==> src/rtl/hazard_stall_ctrl_if.sv <==
// hazard_stall_ctrl_if
//   Bundles the IF-stage issue request and the stall controls returned to the
//   pipeline, so the sequencer and its environment share one port.
//   Signals:
//     if_valid  IF holds an instruction ready to issue into ID/EX
//     if_rs1    source register 1 (index 0 = zero register, never a dependency)
//     if_rs2    source register 2
//     if_rd     destination register
//     if_we     instruction writes if_rd
//     if_multi  instruction is a multi-cycle ALU op
//     stall     hold the IF->ID latch
//     bubble    insert a NOP into EX this cycle (RAW stall)
//     ex_hold   EX keeps its contents (multi-cycle op in progress)
//   Modports: master = pipeline side (drives the request), slave = sequencer.
interface hazard_stall_ctrl_if #(
  parameter int RW = 5
);
  logic          if_valid;
  logic [RW-1:0] if_rs1;
  logic [RW-1:0] if_rs2;
  logic [RW-1:0] if_rd;
  logic          if_we;
  logic          if_multi;
  logic          stall;
  logic          bubble;
  logic          ex_hold;

  modport master (
    output if_valid, if_rs1, if_rs2, if_rd, if_we, if_multi,
    input  stall, bubble, ex_hold
  );

  modport slave (
    input  if_valid, if_rs1, if_rs2, if_rd, if_we, if_multi,
    output stall, bubble, ex_hold
  );
endinterface

==> src/rtl/hazard_stall_ctrl.sv <==
// hazard_stall_ctrl
//   Stall/bubble sequencer for a 5-stage in-order pipeline without forwarding.
//   It remembers which registers are still to be written by the instructions
//   in EX, MEM and WB, holds the IF->ID latch while an issuing instruction
//   reads one of them, and holds EX while a multi-cycle ALU op is busy.
//   Ports:
//     clk           clock, all state changes on the rising edge
//     rst           synchronous, active-high reset
//     bus           hazard_stall_ctrl_if.slave: issue request in, stall controls out
//     stall_cycles  saturating count of cycles with stall=1 since reset
//   Parameters:
//     RW         register-index width
//     MUL_LAT    EX occupancy of a multi-cycle op, in cycles (>=1)
//     WB_BYPASS  1: the regfile writes before it reads, so the WB entry never hazards
//     CW         width of stall_cycles
module hazard_stall_ctrl #(
  parameter int RW        = 5,
  parameter int MUL_LAT   = 4,
  parameter int WB_BYPASS = 1,
  parameter int CW        = 16
) (
  input  logic                clk,
  input  logic                rst,
  hazard_stall_ctrl_if.slave  bus,
  output logic [CW-1:0]       stall_cycles
);

  // Number of pending entries (EX, MEM[, WB]) that can block an issue.
  localparam int NCHK = (WB_BYPASS != 0) ? 2 : 3;
  // Busy counter only has to hold MUL_LAT-1.
  localparam int CNTW = (MUL_LAT > 2) ? $clog2(MUL_LAT) : 1;
  localparam logic [CNTW-1:0] CNT_INIT = CNTW'((MUL_LAT > 1) ? (MUL_LAT - 1) : 0);

  typedef enum logic [1:0] {
    RUN = 2'd0,
    HAZ = 2'd1,
    MUL = 2'd2
  } state_t;

  state_t          state;
  logic [CNTW-1:0] cnt;
  logic [2:0]      pend_valid;
  logic [RW-1:0]   pend_rd [3];

  logic hazard;
  logic ex_hold;
  logic stall;
  logic bubble;
  logic issue;

  // RAW check of the instruction waiting in IF against the pending writes.
  // Everything is forced low during reset so the pipeline sees no stall in
  // the reset cycle regardless of the stale state.
  always_comb begin
    hazard = 1'b0;
    for (int i = 0; i < NCHK; i++) begin
      if (pend_valid[i] && (pend_rd[i] != '0) &&
          ((pend_rd[i] == bus.if_rs1) || (pend_rd[i] == bus.if_rs2))) begin
        hazard = 1'b1;
      end
    end
    hazard  = hazard & bus.if_valid & ~rst;
    ex_hold = (state == MUL) & ~rst;
    stall   = ex_hold | hazard;
    // While EX is held the stage is not emptied, so no NOP is injected.
    bubble  = hazard & ~ex_hold;
    issue   = bus.if_valid & ~stall;
  end

  assign bus.stall   = stall;
  assign bus.bubble  = bubble;
  assign bus.ex_hold = ex_hold;

  // Pending-write pipeline, FSM and stall statistics. While a multi-cycle op
  // holds EX its entry stays in slot 0, MEM receives bubbles and older
  // entries keep draining towards WB.
  always_ff @(posedge clk) begin
    if (rst) begin
      state        <= RUN;
      cnt          <= '0;
      pend_valid   <= '0;
      stall_cycles <= '0;
      for (int i = 0; i < 3; i++) begin
        pend_rd[i] <= '0;
      end
    end else begin
      if (stall && (stall_cycles != '1)) begin
        stall_cycles <= stall_cycles + CW'(1);
      end

      case (state)
        RUN, HAZ: begin
          pend_valid[0] <= issue & bus.if_we & (bus.if_rd != '0);
          pend_rd[0]    <= bus.if_rd;
          pend_valid[1] <= pend_valid[0];
          pend_rd[1]    <= pend_rd[0];
          pend_valid[2] <= pend_valid[1];
          pend_rd[2]    <= pend_rd[1];
          // A multi op leaving IF occupies EX for MUL_LAT-1 further cycles.
          if (issue && bus.if_multi && (MUL_LAT > 1)) begin
            state <= MUL;
            cnt   <= CNT_INIT;
          end else if (hazard) begin
            state <= HAZ;
          end else begin
            state <= RUN;
          end
        end

        MUL: begin
          pend_valid[1] <= 1'b0;
          pend_valid[2] <= pend_valid[1];
          pend_rd[2]    <= pend_rd[1];
          cnt           <= cnt - CNTW'(1);
          // Any hazard seen during MUL is re-evaluated once back in RUN.
          if (cnt == CNTW'(1)) begin
            state <= RUN;
          end
        end

        default: begin
          state <= RUN;
        end
      endcase
    end
  end

endmodule

==> src/flat_wrapper.sv <==
// flat-port wrapper written by rule: the top's interface ports become plain ports
module hazard_stall_ctrl_flat 
#(
  parameter int RW        = 5,
  parameter int MUL_LAT   = 4,
  parameter int WB_BYPASS = 1,
  parameter int CW        = 16
)
  (clk, rst, stall_cycles, bus_if_valid, bus_if_rs1, bus_if_rs2, bus_if_rd, bus_if_we, bus_if_multi, bus_stall, bus_bubble, bus_ex_hold);
  hazard_stall_ctrl_if #(.RW(RW)) bus_i ();
  input  logic clk;
  input  logic rst;
  output logic [CW-1:0] stall_cycles;
  input wire logic [$bits(bus_i.if_valid)-1:0] bus_if_valid;
  input wire logic [$bits(bus_i.if_rs1)-1:0] bus_if_rs1;
  input wire logic [$bits(bus_i.if_rs2)-1:0] bus_if_rs2;
  input wire logic [$bits(bus_i.if_rd)-1:0] bus_if_rd;
  input wire logic [$bits(bus_i.if_we)-1:0] bus_if_we;
  input wire logic [$bits(bus_i.if_multi)-1:0] bus_if_multi;
  output wire logic [$bits(bus_i.stall)-1:0] bus_stall;
  output wire logic [$bits(bus_i.bubble)-1:0] bus_bubble;
  output wire logic [$bits(bus_i.ex_hold)-1:0] bus_ex_hold;
  assign bus_i.if_valid = bus_if_valid;
  assign bus_i.if_rs1 = bus_if_rs1;
  assign bus_i.if_rs2 = bus_if_rs2;
  assign bus_i.if_rd = bus_if_rd;
  assign bus_i.if_we = bus_if_we;
  assign bus_i.if_multi = bus_if_multi;
  assign bus_stall = bus_i.stall;
  assign bus_bubble = bus_i.bubble;
  assign bus_ex_hold = bus_i.ex_hold;
  hazard_stall_ctrl #(.RW(RW), .MUL_LAT(MUL_LAT), .WB_BYPASS(WB_BYPASS), .CW(CW)) u_core (.clk(clk), .rst(rst), .bus(bus_i), .stall_cycles(stall_cycles));
endmodule
==> config.mk <==
export PLATFORM = sky130hd
export DESIGN_NAME = hazard_stall_ctrl_flat
export DESIGN_NICKNAME = d
export VERILOG_FILES = /design/src/rtl/hazard_stall_ctrl_if.sv /design/src/rtl/hazard_stall_ctrl.sv /design/src/flat_wrapper.sv
export SDC_FILE = /design/constraint.sdc
export NUM_CORES = 1
export LEC_CHECK = 0
export BUFFER_PORTS_ARGS = -buffer_cell sky130_fd_sc_hd__buf_2
export CAP_MARGIN = 30
export CORE_AREA = 2 2 103 55
export DETAILED_ROUTE_END_ITERATION = 8
export DIE_AREA = 0 0 105 57
export PLACE_DENSITY = 0.65
export SYNTH_ARGS = -nofsm -noshare
export SYNTH_HDL_FRONTEND = slang
export SYNTH_SLANG_ARGS = --single-unit
==> constraint.sdc <==
create_clock -name clk -period 2.1 [get_ports clk]
set_input_delay 0.42 -clock clk [delete_from_list [all_inputs] [get_ports clk]]
set_output_delay 0.42 -clock clk [all_outputs]
set_load 0.05 [all_outputs]
# Yosys cells after proc, flatten, opt, wreduce, memory -nomap -nowiden
# Memories as Yosys holds them, arrays and structs flattened.
# Index checks and enable logic that the tools add are counted.
# W data, S select, Z words.
# word_totals
ff_bits	22
ramBits	15
input_bits	20
out_inout_bits	19
elab_cells	69
mem_count	1
# mem_list
memory	words	width	rd	rd_clocked_by_memory_dff	write_ports	line_no	text
u_core.pend_rd	3	5	2	0	3	hazard_stall_ctrl.sv:43	logic [RW-1:0] pend_rd [3];
# op_classes
n_addsub	2
n_eq_ne	10
muxes	21
bitwise_logic	15
reduce_logical	15
# ops
op	n
$eq A5 B5 Y1	4
$mux W5	4
$add A16 B1 Y16 const B	1
$ne A16 B16 Y1 const B	1
$reduce_bool A5 Y1	3
$mux W1	11
$pmux W2 S2	2
$and A1 B1 Y1	7
$logic_and A1 B1 Y1	6
$mux W2	3
$or A1 B1 Y1	5
$eq A2 B1 Y1 const B	2
$not A1 Y1	3
$eq A2 B2 Y1 const B	1
$logic_not A2 Y1	1
$logic_or A1 B1 Y1	2
$ne A2 B1 Y1 const B	1
$ne A2 B2 Y1 const B	1
$pmux W1 S2	1
$reduce_and A2 Y1	1
$reduce_bool A2 Y1	1
$reduce_or A2 Y1	1
$sub A2 B1 Y2 const B	1

# Logic depth before layout (Yosys ltp)
# Gate-level depths: netlist (run 1).
# An unclocked memory read counts as a cell.
# logic_depth
word_depth	14
mapped_depth	10
mapped_depth_nobuf	7

# Worst setup path after synthesis (run 1)
# OpenSTA, ideal clock, no wires.
# synth_timing
path_kind	register to output
start	mem u_core.pend_rd[0][3]
end	out bus_bubble
t_arrival_ns	1.982
required_ns	1.680
path_slack_ns	-0.302
path_stages_with_launch	7
n_path_buf	0
cell_sequence	edfxtp_1 > xor2_1 > nor3_2 > a22oi_1 > o22ai_2 > nand3b_1 > a21oi_1
# synth_rtl
element	line_no	text
start: declaration	hazard_stall_ctrl.sv:43	
end: declaration	flat_wrapper.sv:21	output wire logic [$bits(bus_i.bubble)-1:0] bus_bubble;

==> flow_summary.yaml, run 1 <==
routing:
  wl_met2_um: 1900
  wire_per_inst_um: 14.3
  route.met3.wl_um: 274
  ant_nets: 0
  drt_pass1_iterations: 4
  post_drt_via_cell_ratio: 4.92
  drt_iter0_drc: 66
  routed.top_layer: "met4"
  route.layer.met1.wl_um: 2360
  drc: 0
  dr_total_vias: 1563
  wl_um: 4560
synthesis:
  synth_area_leader_cell: "dfxtp_1"
  synth-compound-area-share: 0.146
  ys_warn_count: 0
  avgSynthCellArea_sq_um: 9.33
  synth_top_area_share: 0.253
  synth.cell_area_sq_um: 1740
  synth_top_family_by_area: "simple AND/OR/NAND/NOR gates"
  ys_types: 38
  syn_nets: 209
  synth_xor_area_frac: 0.110
  synth_area_leaders: "dfxtp_1 25%, edfxtp_1 17%, xor2_1 11%"
  muxShareOfSynthArea: 0.0115
  ys_ff_latch: 32
  syn_inst: 187
  synth-simple-area-share: 0.251
  yosysSeqAreaShare: 0.425
  synth_fa_ha_area_frac: 0.0143
final_layout:
  ff_latch_area_sq_um: 746
  final_net_count: 266
  nFillCells: 501
  multiInputGateArea_sq_um: 1050
  fin_area_sq_um: 2430
  instances_no_fill: 318
  drive_gt1_frac: 0.433
  insertedDiodeCount: 0
  area_delta_synth_final_pct: 39.2
  post-route-util: 0.468
clocking:
  htreeDepth: 2
  cts.sinks: 32
  root_buffer: "clkbuf_8"
  clock_latency_ns: 0.27
  clk_path_buf_depth: 2
  clk_pin_slew_ns: 0.07
  numCtsBuffers: 5
  cts_tree: "built"
power_and_ir_drop:
  power.density_nw_per_um2: 610
  p_total_mw: 1.48
  swShare: 0.262
  p_seq_frac: 0.476
  comb_power_share: 0.170
  intPower_mw: 1.09
  peakVddDrop_uv: 213
  pwr-share-clk: 0.354
  leakage_nw: 1.00
  switchingPower_mw: 0.388
floorplanning:
  fp-row-count: 19
  die_w_um: 105
  initial_core_util: 0.337
  ios: 39
  dieArea_sq_um: 5990
  dieHeight_um: 57
  core_sq_um: 5180
timing:
  tightest_slew_ns: 0.460
  fin_crit_sh: 1.15
  slew_headroom: 0.692
  fin_crit_ns: 2.42
  slew_viol_final: 0
  postLayoutSetupSlackWorst_ns: -0.318
  report.final.setup_viol: 20
  hold_viol_final: 0
  fin_worst_skew_ns: 0.00487
  rsz0062_at_grt: "yes"
  whs_ns: 0.409
  tns_ns: -3.44
  max_freq_mhz: 414
min_path:
  min_to: "u_core.pend_valid[1]"
  holdPathStages: 2
  hold_class: "in2reg"
  hold_path_startpoint: "rst"
worst_setup_path:
  crit_family: "simple AND/OR/NAND/NOR gates"
  path_cells: "or4_1 -> o21ai_2 -> o22ai_2 -> nand3b_1 -> nand2_1 -> buf_6"
  timing.rr.start: "u_core.pend_rd[0][3]"
  arrival_ns: 2.00
  cp.buffers_inverters: 1
  cp-start-kind: "register"
  crit_type: "reg2out"
  crit_required_ns: 1.68
  critPathCaptureType: "output pin"
  slowest_delay_ns: 0.52
  path_max_fanout: 4
  reg2reg_depth: 10
  regToRegSetupSlack_ns: -0.26
  cp_slowest_cell: "or4_1"
  reg2reg_to: "u_core.stall_cycles[8]"
global_route:
  grt_max_degree: 20
  track_usage: 0.158
  antenna_found_initial: 0
  grt_pass1_vias: 1492
  grt_overflow: 0
  grt_pass1_wl_um: 7400
place:
  numPlacedInstances: 299
  pre_cts_ws_ns: -0.174
  port_buffers: 38
  place_congestion: 0.730
  place_area_sq_um: 2070
  hpwl_um: 3030
flow_run:
  maxCapViolCount: 0
run_status:
  status: "finished with violations"
  violations: "setup timing"
## cells by family after synthesis
| group | after synthesis |
|---|---|
| xor+xnor | 22 |
| fa+ha+maj | 2 |
| simple gates | 75 |
| flops | 32 |
| compound gates | 41 |
| mux | 2 |
| buf+inv | 13 |
## area by class of cell
type	count	area share
sequential	32	0.307
multi-input combinational	142	0.431
clock buffer	8	0.0412
timing repair buffer	59	0.176
tap	73	0.0376
inverter	4	0.00619
## what timing repair did
item,CTS,global route
hold buffers,0,0
setup buffers,7,4
gates resized for setup,29,14
pin swaps,24,10
cloned,3,0
setup endpoints to repair,12,21
## state kept, by name (all words and copies together), names as in the netlist
register             count
u_core.stall_cycles     16
u_core.pend_rd          10
u_core.cnt               2
u_core.pend_valid        2
u_core.state             2
## how the worst max path moves through the flow
| stage | start | to | slack, ns | cells after the start |
|---|---|---|---|---|
| final | u_core.pend_rd[0][3] | bus_stall | -0.32 | 6 |
| after global routing | u_core.pend_rd[0][2] | bus_bubble | -0.41 | 7 |
| after CTS | u_core.pend_rd[0][3] | bus_stall | -0.30 | 6 |
| after detailed placement | bus_if_rs2[0] | bus_bubble | -0.17 | 8 |
| after global placement | bus_if_rs2[3] | bus_bubble | -0.13 | 8 |
| after floorplan | u_core.pend_rd[0][3] | bus_bubble | -0.006 | 6 |
## cells in the mapped netlist
cell / instances
or3_1: 5
o31ai_1: 4
nor3_1: 2
nor3b_2: 1
and2_2: 1
edfxtp_1: 10
xor2_1: 22
nor3_2: 2
a21oi_2: 1
o22ai_2: 1
nor2_1: 15
a221oi_1: 2
nand3b_1: 1
or3_2: 4
inv_1: 4
or2_2: 1
mux2i_1: 2
o31a_2: 1
and3_1: 1
nor4_1: 1
and4_1: 3
nand4_1: 3
nand3_1: 7
and2_1: 10
o21ai_0: 9
dfxtp_1: 22
a21oi_1: 15
nand2b_1: 3
ha_1: 2
clkbuf_1: 5
o21ai_1: 3
buf_6: 3
or4_1: 7
o32ai_1: 1
a22oi_1: 3
o21ba_2: 1
nand2_1: 8
buf_2: 1
## cell usage in the layout, fill, tap and decap left out, types with 3 or more instances in the layout
master    instances
a21oi_1           8
and4_1            3
o31ai_1           3
a22oi_1           3
xor2_1           22
dfxtp_2           4
o21ai_2           5
nand2_1           7
dfxtp_1          18
nand3_1           7
buf_6             8
or3_4             5
and2_1           10
or3_1             4
clkbuf_8          7
nand4_1           3
or4_4             3
edfxtp_1         10
or4_1             4
buf_4            12
nor2_1           14
o21ai_0           5
buf_2            36
inv_1             4
a21oi_2           7
## layer usage
metal,vias up,track usage
li1,790,-
met1,731,0.238
met2,40,0.212
met3,2,0.0491
met4,0,0.0495
met5,-,0
## power by group through the flow
stage,clock network [mW],registers [mW],logic (mW)
after detailed placement,0,0.718,0.202
after CTS,0.534,0.704,0.255
after floorplan,0,0.716,0.133
after global placement,0,0.717,0.201
final,0.524,0.704,0.252
after global routing,0.569,0.709,0.279
Note: power is estimated with default switching activity, not from simulation.
==> run 2, diff against run 1 <==
ABC_AREA = 1   (was unset)
CORE_AREA = 2 2 112 60   (was 2 2 103 55)
DIE_AREA = 0 0 114 62   (was 0 0 105 57)
PLACE_DENSITY = 0.63   (was 0.65)
==> run 2 against run 1 <==
The run still ends with setup timing left. Critical path depth rose by 3. Cell area up 10%. Non-clock buffer count fell by 2. Power grew 12%. Sequential share of layout area decreased by 2.9 points. Clock power increased by 39%. Hold slack lost 0.021 ns. Highest routed layer unchanged. Critical path type unchanged. Via count is 30% higher.
==> flow_summary.yaml, run 2 <==
clocking:
  clk_pin_slew_ns: 0.05
  cts_tree: "built"
  clock_latency_ns: 0.28
  clk_path_buf_depth: 2
  root_buffer: "clkbuf_16"
  htreeDepth: 2
  cts.sinks: 32
  numCtsBuffers: 5
synthesis:
  synthFlopType: "dfxtp_1"
  syn_nets: 315
  synth-compound-area-share: 0.0796
  synth_top_family_by_area: "simple AND/OR/NAND/NOR gates"
  yosysSeqAreaShare: 0.360
  synth_most_common_cell: "nand2_1"
  ys_types: 30
  synth_area_leader_cell: "dfxtp_1"
  ys_ff_latch: 32
  synth_top_area_share: 0.214
  syn_inst: 293
  synth_common_cells: "70 x nand2_1, 46 x inv_1, 39 x nor2_1, 27 x nand3_1, 22 x dfxtp_1"
  synth_xor_area_frac: 0.0808
  synth_area_leaders: "dfxtp_1 21%, edfxtp_1 15%, nand2_1 13%"
  synth.cell_area_sq_um: 2060
  synth_fa_ha_area_frac: 0.0122
  async_flop_share: 0
  muxShareOfSynthArea: 0
  synth-simple-area-share: 0.356
  synth_edf_count: 10
  avgSynthCellArea_sq_um: 7.03
  ys_warn_count: 0
final_layout:
  insertedDiodeCount: 0
  final_cell_mix: "67 x nand2_1, 45 x inv_1, 37 x nor2_1"
  final_net_count: 374
  drive_gt1_frac: 0.286
  final_common_cell: "nand2_1"
  largest_register_ffs: 16
  regMostFlops: "u_core.stall_cycles"
  reg.largest.list: "u_core.stall_cycles x16, u_core.pend_rd x10"
  area_delta_synth_final_pct: 29.8
timing:
  hold_viol_final: 0
  fin_crit_sh: 1.03
  max_freq_mhz: 461
  tns_ns: -0.0753
  slew_headroom: 0.700
  tightest_slew_ns: 0.451
  postLayoutSetupSlackWorst_ns: -0.0669
  rsz0062_at_grt: "yes"
  fin_crit_ns: 2.17
  slew_viol_final: 0
  report.final.setup_viol: 2
  fin_worst_skew_ns: 0.00435
routing:
  wl_um: 5590
  drt_pass1_iterations: 5
  ant_nets: 0
  post_drt_via_cell_ratio: 4.70
  wire_per_inst_um: 12.9
  drt_iter0_drc: 185
  dr_total_vias: 2036
  drc: 0
worst_setup_path:
  cp_slowest_cell: "edfxtp_1"
  regToRegSetupSlack_ns: 0.11
  arrival_ns: 1.75
  crit_type: "reg2out"
  slowest_delay_ns: 0.46
  critPathMostFrequentCell: "nand2_1"
  crit_required_ns: 1.68
  path_max_fanout: 3
  path_cells: "xor2_1 -> nor2_1 -> nand3_1 -> nand2_1 -> nand2_1 -> nand2_2 -> nand2_4 -> nor2_4 -> buf_8"
  cp-start-kind: "register"
  critPathCaptureType: "output pin"
floorplanning:
  die_w_um: 114
  dieArea_sq_um: 7070
  dieHeight_um: 62
  fp-row-count: 21
  initial_core_util: 0.329
  core_sq_um: 6250
  ios: 39
place:
  hpwl_um: 4260
  port_buffers: 38
  place_congestion: 0.915
global_route:
  grt_pass1_vias: 1685
  track_usage: 0.157
  grt_pass1_wl_um: 8480
  antenna_found_initial: 0
  grt_max_degree: 18
  grt_overflow: 0
power_and_ir_drop:
  p_total_mw: 1.66
  peakVddDrop_uv: 251
  comb_power_share: 0.140
  power.density_nw_per_um2: 621
  p_seq_frac: 0.423
  intPower_mw: 1.22
  swShare: 0.264
  switchingPower_mw: 0.438
  pwr-share-clk: 0.437
  leakage_nw: 1.30
run_status:
  violations: "setup timing"
  status: "finished with violations"
flow_run:
  maxCapViolCount: 0
min_path:
  hold_class: "in2reg"
-- run 2: cell count changes in the layout (fill, tap and decap cells not counted), sizes merged, moves of 7 or more --
| cell | before | now |
|---|---|---|
| nand2 | 8 | 84 |
| inv | 4 | 47 |
| nor2 | 15 | 39 |
| nand3 | 7 | 27 |
| and2 | 11 | 0 |
| xor2 | 22 | 11 |
| or3 | 9 | 1 |
| xnor2 | 0 | 8 |
| or4 | 7 | 0 |
-- run 2: worst paths after layout --
kind,to,start,cells past startpoint
hold / removal,u_core.state[1],rst,2
setup / recovery,bus_bubble,u_core.pend_rd[0][0],9
setup reg to reg,u_core.stall_cycles[3],u_core.stall_cycles[0],8
hold reg to reg,u_core.stall_cycles[8],u_core.stall_cycles[8],2
-- run 2: area by class of cell --
cell class                 count  area (sq um)
tap                           80           100
multi-input combinational    208          1140
timing repair buffer          57           360
clock buffer                   6           139
fill                         648          3580
clock inverter                 2          10.0
inverter                      48           180
sequential                    32           743
-- run 2: timing repair --
| action | CTS | global route |
|---|---|---|
| buffers inserted | 1 | 1 |
| gates cloned | 0 | 1 |
| pin swaps | 4 | 6 |
| hold buffers | 0 | 0 |
| resized for setup | 12 | 6 |
| endpoints found under the setup margin | 2 | 18 |
-- run 2: power groups by stage --
stage | Sequential [mW] | Combinational, mW | Clock, mW
2_1_floorplan | 0.710 | 0.146 | 0
3_3_place_gp | 0.712 | 0.213 | 0
3_5_place_dp | 0.713 | 0.217 | 0
4_1_cts | 0.700 | 0.225 | 0.748
5_1_grt | 0.705 | 0.261 | 0.777
6_report | 0.702 | 0.232 | 0.726
-- run 2: per-layer routing --
metal / global-route usage / routed length (um) / vias up
met5: 0 / 0 / -
met4: 0.0453 / 58 / 0
met3: 0.0407 / 338 / 5
met2: 0.203 / 2150 / 52
met1: 0.248 / 3040 / 945
li1: - / - / 1034
-- run 2: cells by family after synthesis --
logic type	count (synthesis)
AO/OA/AOI/OAI	24
flip-flops	32
XOR/XNOR	19
buffers and inverters	54
AND/OR/NAND/NOR	162
adder cells (fa/ha/maj)	2
-- run 2: worst max-delay path: cells and delay by family (launching register included) --
kind	cells	cell delay (ns)
xor gates and xnor gates	1	0.17
and+or+nand+nor	7	0.68
buffers and inverters	1	0.16
DFF	1	0.46
-- run 2: metrics by stage --
stage / instances / setup slack, ns / hold slack (ns) / util / instance area, sq um
after floorplan: 293 / -0.0735 / 0.444 / - / 2070
after global placement: 422 / 0.0112 / 0.482 / 0.390 / 2440
after detailed placement: 422 / 0.0520 / 0.491 / 0.390 / 2440
after CTS: 431 / -0.0690 / 0.382 / 0.422 / 2640
after global routing: 433 / -0.160 / 0.392 / 0.428 / 2670
final: 433 / -0.0669 / 0.388 / 0.428 / 2670
==> run 3, diff against run 2 <==
CORE_AREA = 2 2 99 53   (was 2 2 112 60)
DIE_AREA = 0 0 101 55   (was 0 0 114 62)
PLACE_DENSITY = 0.74   (was 0.63)
RECOVER_POWER = 50   (was unset)
clock period = 2.05 ns   (was 2.1 ns; I/O delays follow)
==> run 3 against run 2 <==
The flow still finishes with violations (setup timing). Sequential share of layout area increased by 1.2 points. Count of clock-buffer cells in the layout grew 1. Routed wire length decreased by 7.4%. Global-route usage is 4.8 points higher. Cell area decreased by 4.1%. Setup slack worse by 0.022 ns. Sequential power rose by 2%. Critical path depth unchanged. Via count down 1.4%. Final cell count fell by 4.6%. Combinational power is essentially flat. Critical path type unchanged. Largest cell class unchanged. Highest routed layer unchanged.
==> flow_summary.yaml, run 3 (same netlist as run 2, synthesis figures left out) <==
floorplanning:
  fp-row-count: 18
  die_w_um: 101
  dieHeight_um: 55
  ios: 39
  initial_core_util: 0.435
  core_sq_um: 4730
  dieArea_sq_um: 5560
final_layout:
  regMostFlops: "u_core.stall_cycles"
  fin_area_sq_um: 2560
  nFillCells: 456
  final_common_cell: "nand2_1"
  largest_register_ffs: 16
  final_net_count: 374
  drive_gt1_frac: 0.263
  reg.largest.list: "u_core.stall_cycles x16, u_core.pend_rd x10"
  final_cell_mix: "69 x nand2_1, 44 x inv_1, 37 x nor2_1"
  insertedDiodeCount: 0
  area_delta_synth_final_pct: 24.5
routing:
  dr_total_vias: 2007
  drc: 0
  wl_um: 5170
  drt_iter0_drc: 110
  drt_pass1_iterations: 4
  ant_nets: 0
  post_drt_via_cell_ratio: 4.86
  wire_per_inst_um: 12.5
timing:
  tightest_slew_ns: 0.614
  hold_viol_final: 0
  slew_headroom: 0.592
  tns_ns: -0.168
  fin_worst_skew_ns: 0.00751
  slew_viol_final: 0
  rsz0062_at_grt: "yes"
  fin_crit_sh: 1.04
  report.final.setup_viol: 2
  max_freq_mhz: 467
  postLayoutSetupSlackWorst_ns: -0.0891
  fin_crit_ns: 2.14
global_route:
  grt_pass1_wl_um: 8530
  grt_max_degree: 18
  grt_pass1_vias: 1752
  grt_overflow: 0
  antenna_found_initial: 0
  track_usage: 0.205
place:
  hpwl_um: 4010
  port_buffers: 38
  place_area_sq_um: 2410
  place_congestion: 0.854
  pre_cts_ws_ns: 0.0366
worst_setup_path:
  critPathMostFrequentCell: "nand2_1"
  crit_required_ns: 1.64
  critPathCaptureType: "output pin"
  crit_type: "reg2out"
  path_cells: "xor2_1 -> nor2_1 -> nand3_1 -> nand2_1 -> nand2_1 -> nand2_1 -> nand2_2 -> nor2_2 -> buf_6"
  arrival_ns: 1.73
  cp_slowest_cell: "edfxtp_1"
  path_max_fanout: 3
  slowest_delay_ns: 0.49
  cp-start-kind: "register"
clocking:
  clock_latency_ns: 0.29
  cts_tree: "built"
  htreeDepth: 2
  numCtsBuffers: 5
  cts.sinks: 32
  clk_path_buf_depth: 2
  root_buffer: "clkbuf_8"
  clk_pin_slew_ns: 0.07
power_and_ir_drop:
  leakage_nw: 1.24
  power.density_nw_per_um2: 586
  p_total_mw: 1.50
  peakVddDrop_uv: 230
min_path:
  hold_class: "in2reg"
flow_run:
  maxCapViolCount: 0
run_status:
  status: "finished with violations"
  violations: "setup timing"
==> run 3: area by class of cell <==
cell class / count / area [sq um] / share of cell area
Timing Repair Buffer: 58 / 347 / 0.135
Inverter: 48 / 180 / 0.0702
Clock inverter: 1 / 5.00 / 0.00195
Sequential cell: 32 / 744 / 0.290
Multi-Input combinational cell: 207 / 1120 / 0.435
Clock buffer: 7 / 97.6 / 0.0380
Tap cell: 60 / 75.1 / 0.0293
==> run 3: through the flow <==
step           hold WS, ns  std cells  utilization
4_1_cts              0.351        408        0.535
3_5_place_dp         0.477        400        0.510
6_report             0.358        413        0.542
2_1_floorplan        0.444        293            -
3_3_place_gp         0.470        400        0.510
5_1_grt              0.366        413        0.542
==> run 3: what timing repair did <==
item / in CTS / in global routing
endpoints found under the setup margin: 2 / 4
hold buffers: 0 / 0
hold endpoints to repair: 0 / 0
resized for setup: 6 / 6
pin swaps: 0 / 1
cloned: 0 / 0
setup buffers: 0 / 5
==> run 3: path summary, 6_finish.rpt <==
kind	startpoint	to	slack, ns	depth (start not counted)
setup / recovery	u_core.pend_rd[0][0]	bus_bubble	-0.09	9
hold / removal	rst	u_core.state[1]	0.36	2
setup reg to reg	u_core.pend_rd[0][0]	u_core.stall_cycles[12]	0.10	13
hold reg to reg	u_core.pend_valid[1]	u_core.pend_valid[1]	0.49	2
==> run 3: worst max-delay path, delay by kind of cell (launching register included) <==
family / cells / cell delay (ns)
XOR/XNOR: 1 / 0.20
buffers and inverters: 1 / 0.17
flip-flops: 1 / 0.49
AND/OR/NAND/NOR: 7 / 0.60
==> run 3: layer usage <==
layer / up-vias / routed length [um] / part of all wire / track usage
met2: 65 / 1960 / 0.38 / 0.272
met1: 899 / 2710 / 0.52 / 0.315
li1: 1036 / - / - / -
met4: 0 / 53 / 0.010 / 0.0608
met3: 7 / 451 / 0.087 / 0.0578
met5: - / 0 / 0 / 0
==> run 3: power breakdown <==
| part | switching, mW | internal [mW] | total (mW) |
|---|---|---|---|
| sequential | 0.0309 | 0.686 | 0.717 |
| clock | 0.243 | 0.312 | 0.555 |
| combinational | 0.146 | 0.0857 | 0.232 |
| total | 0.420 | 1.08 | 1.50 |
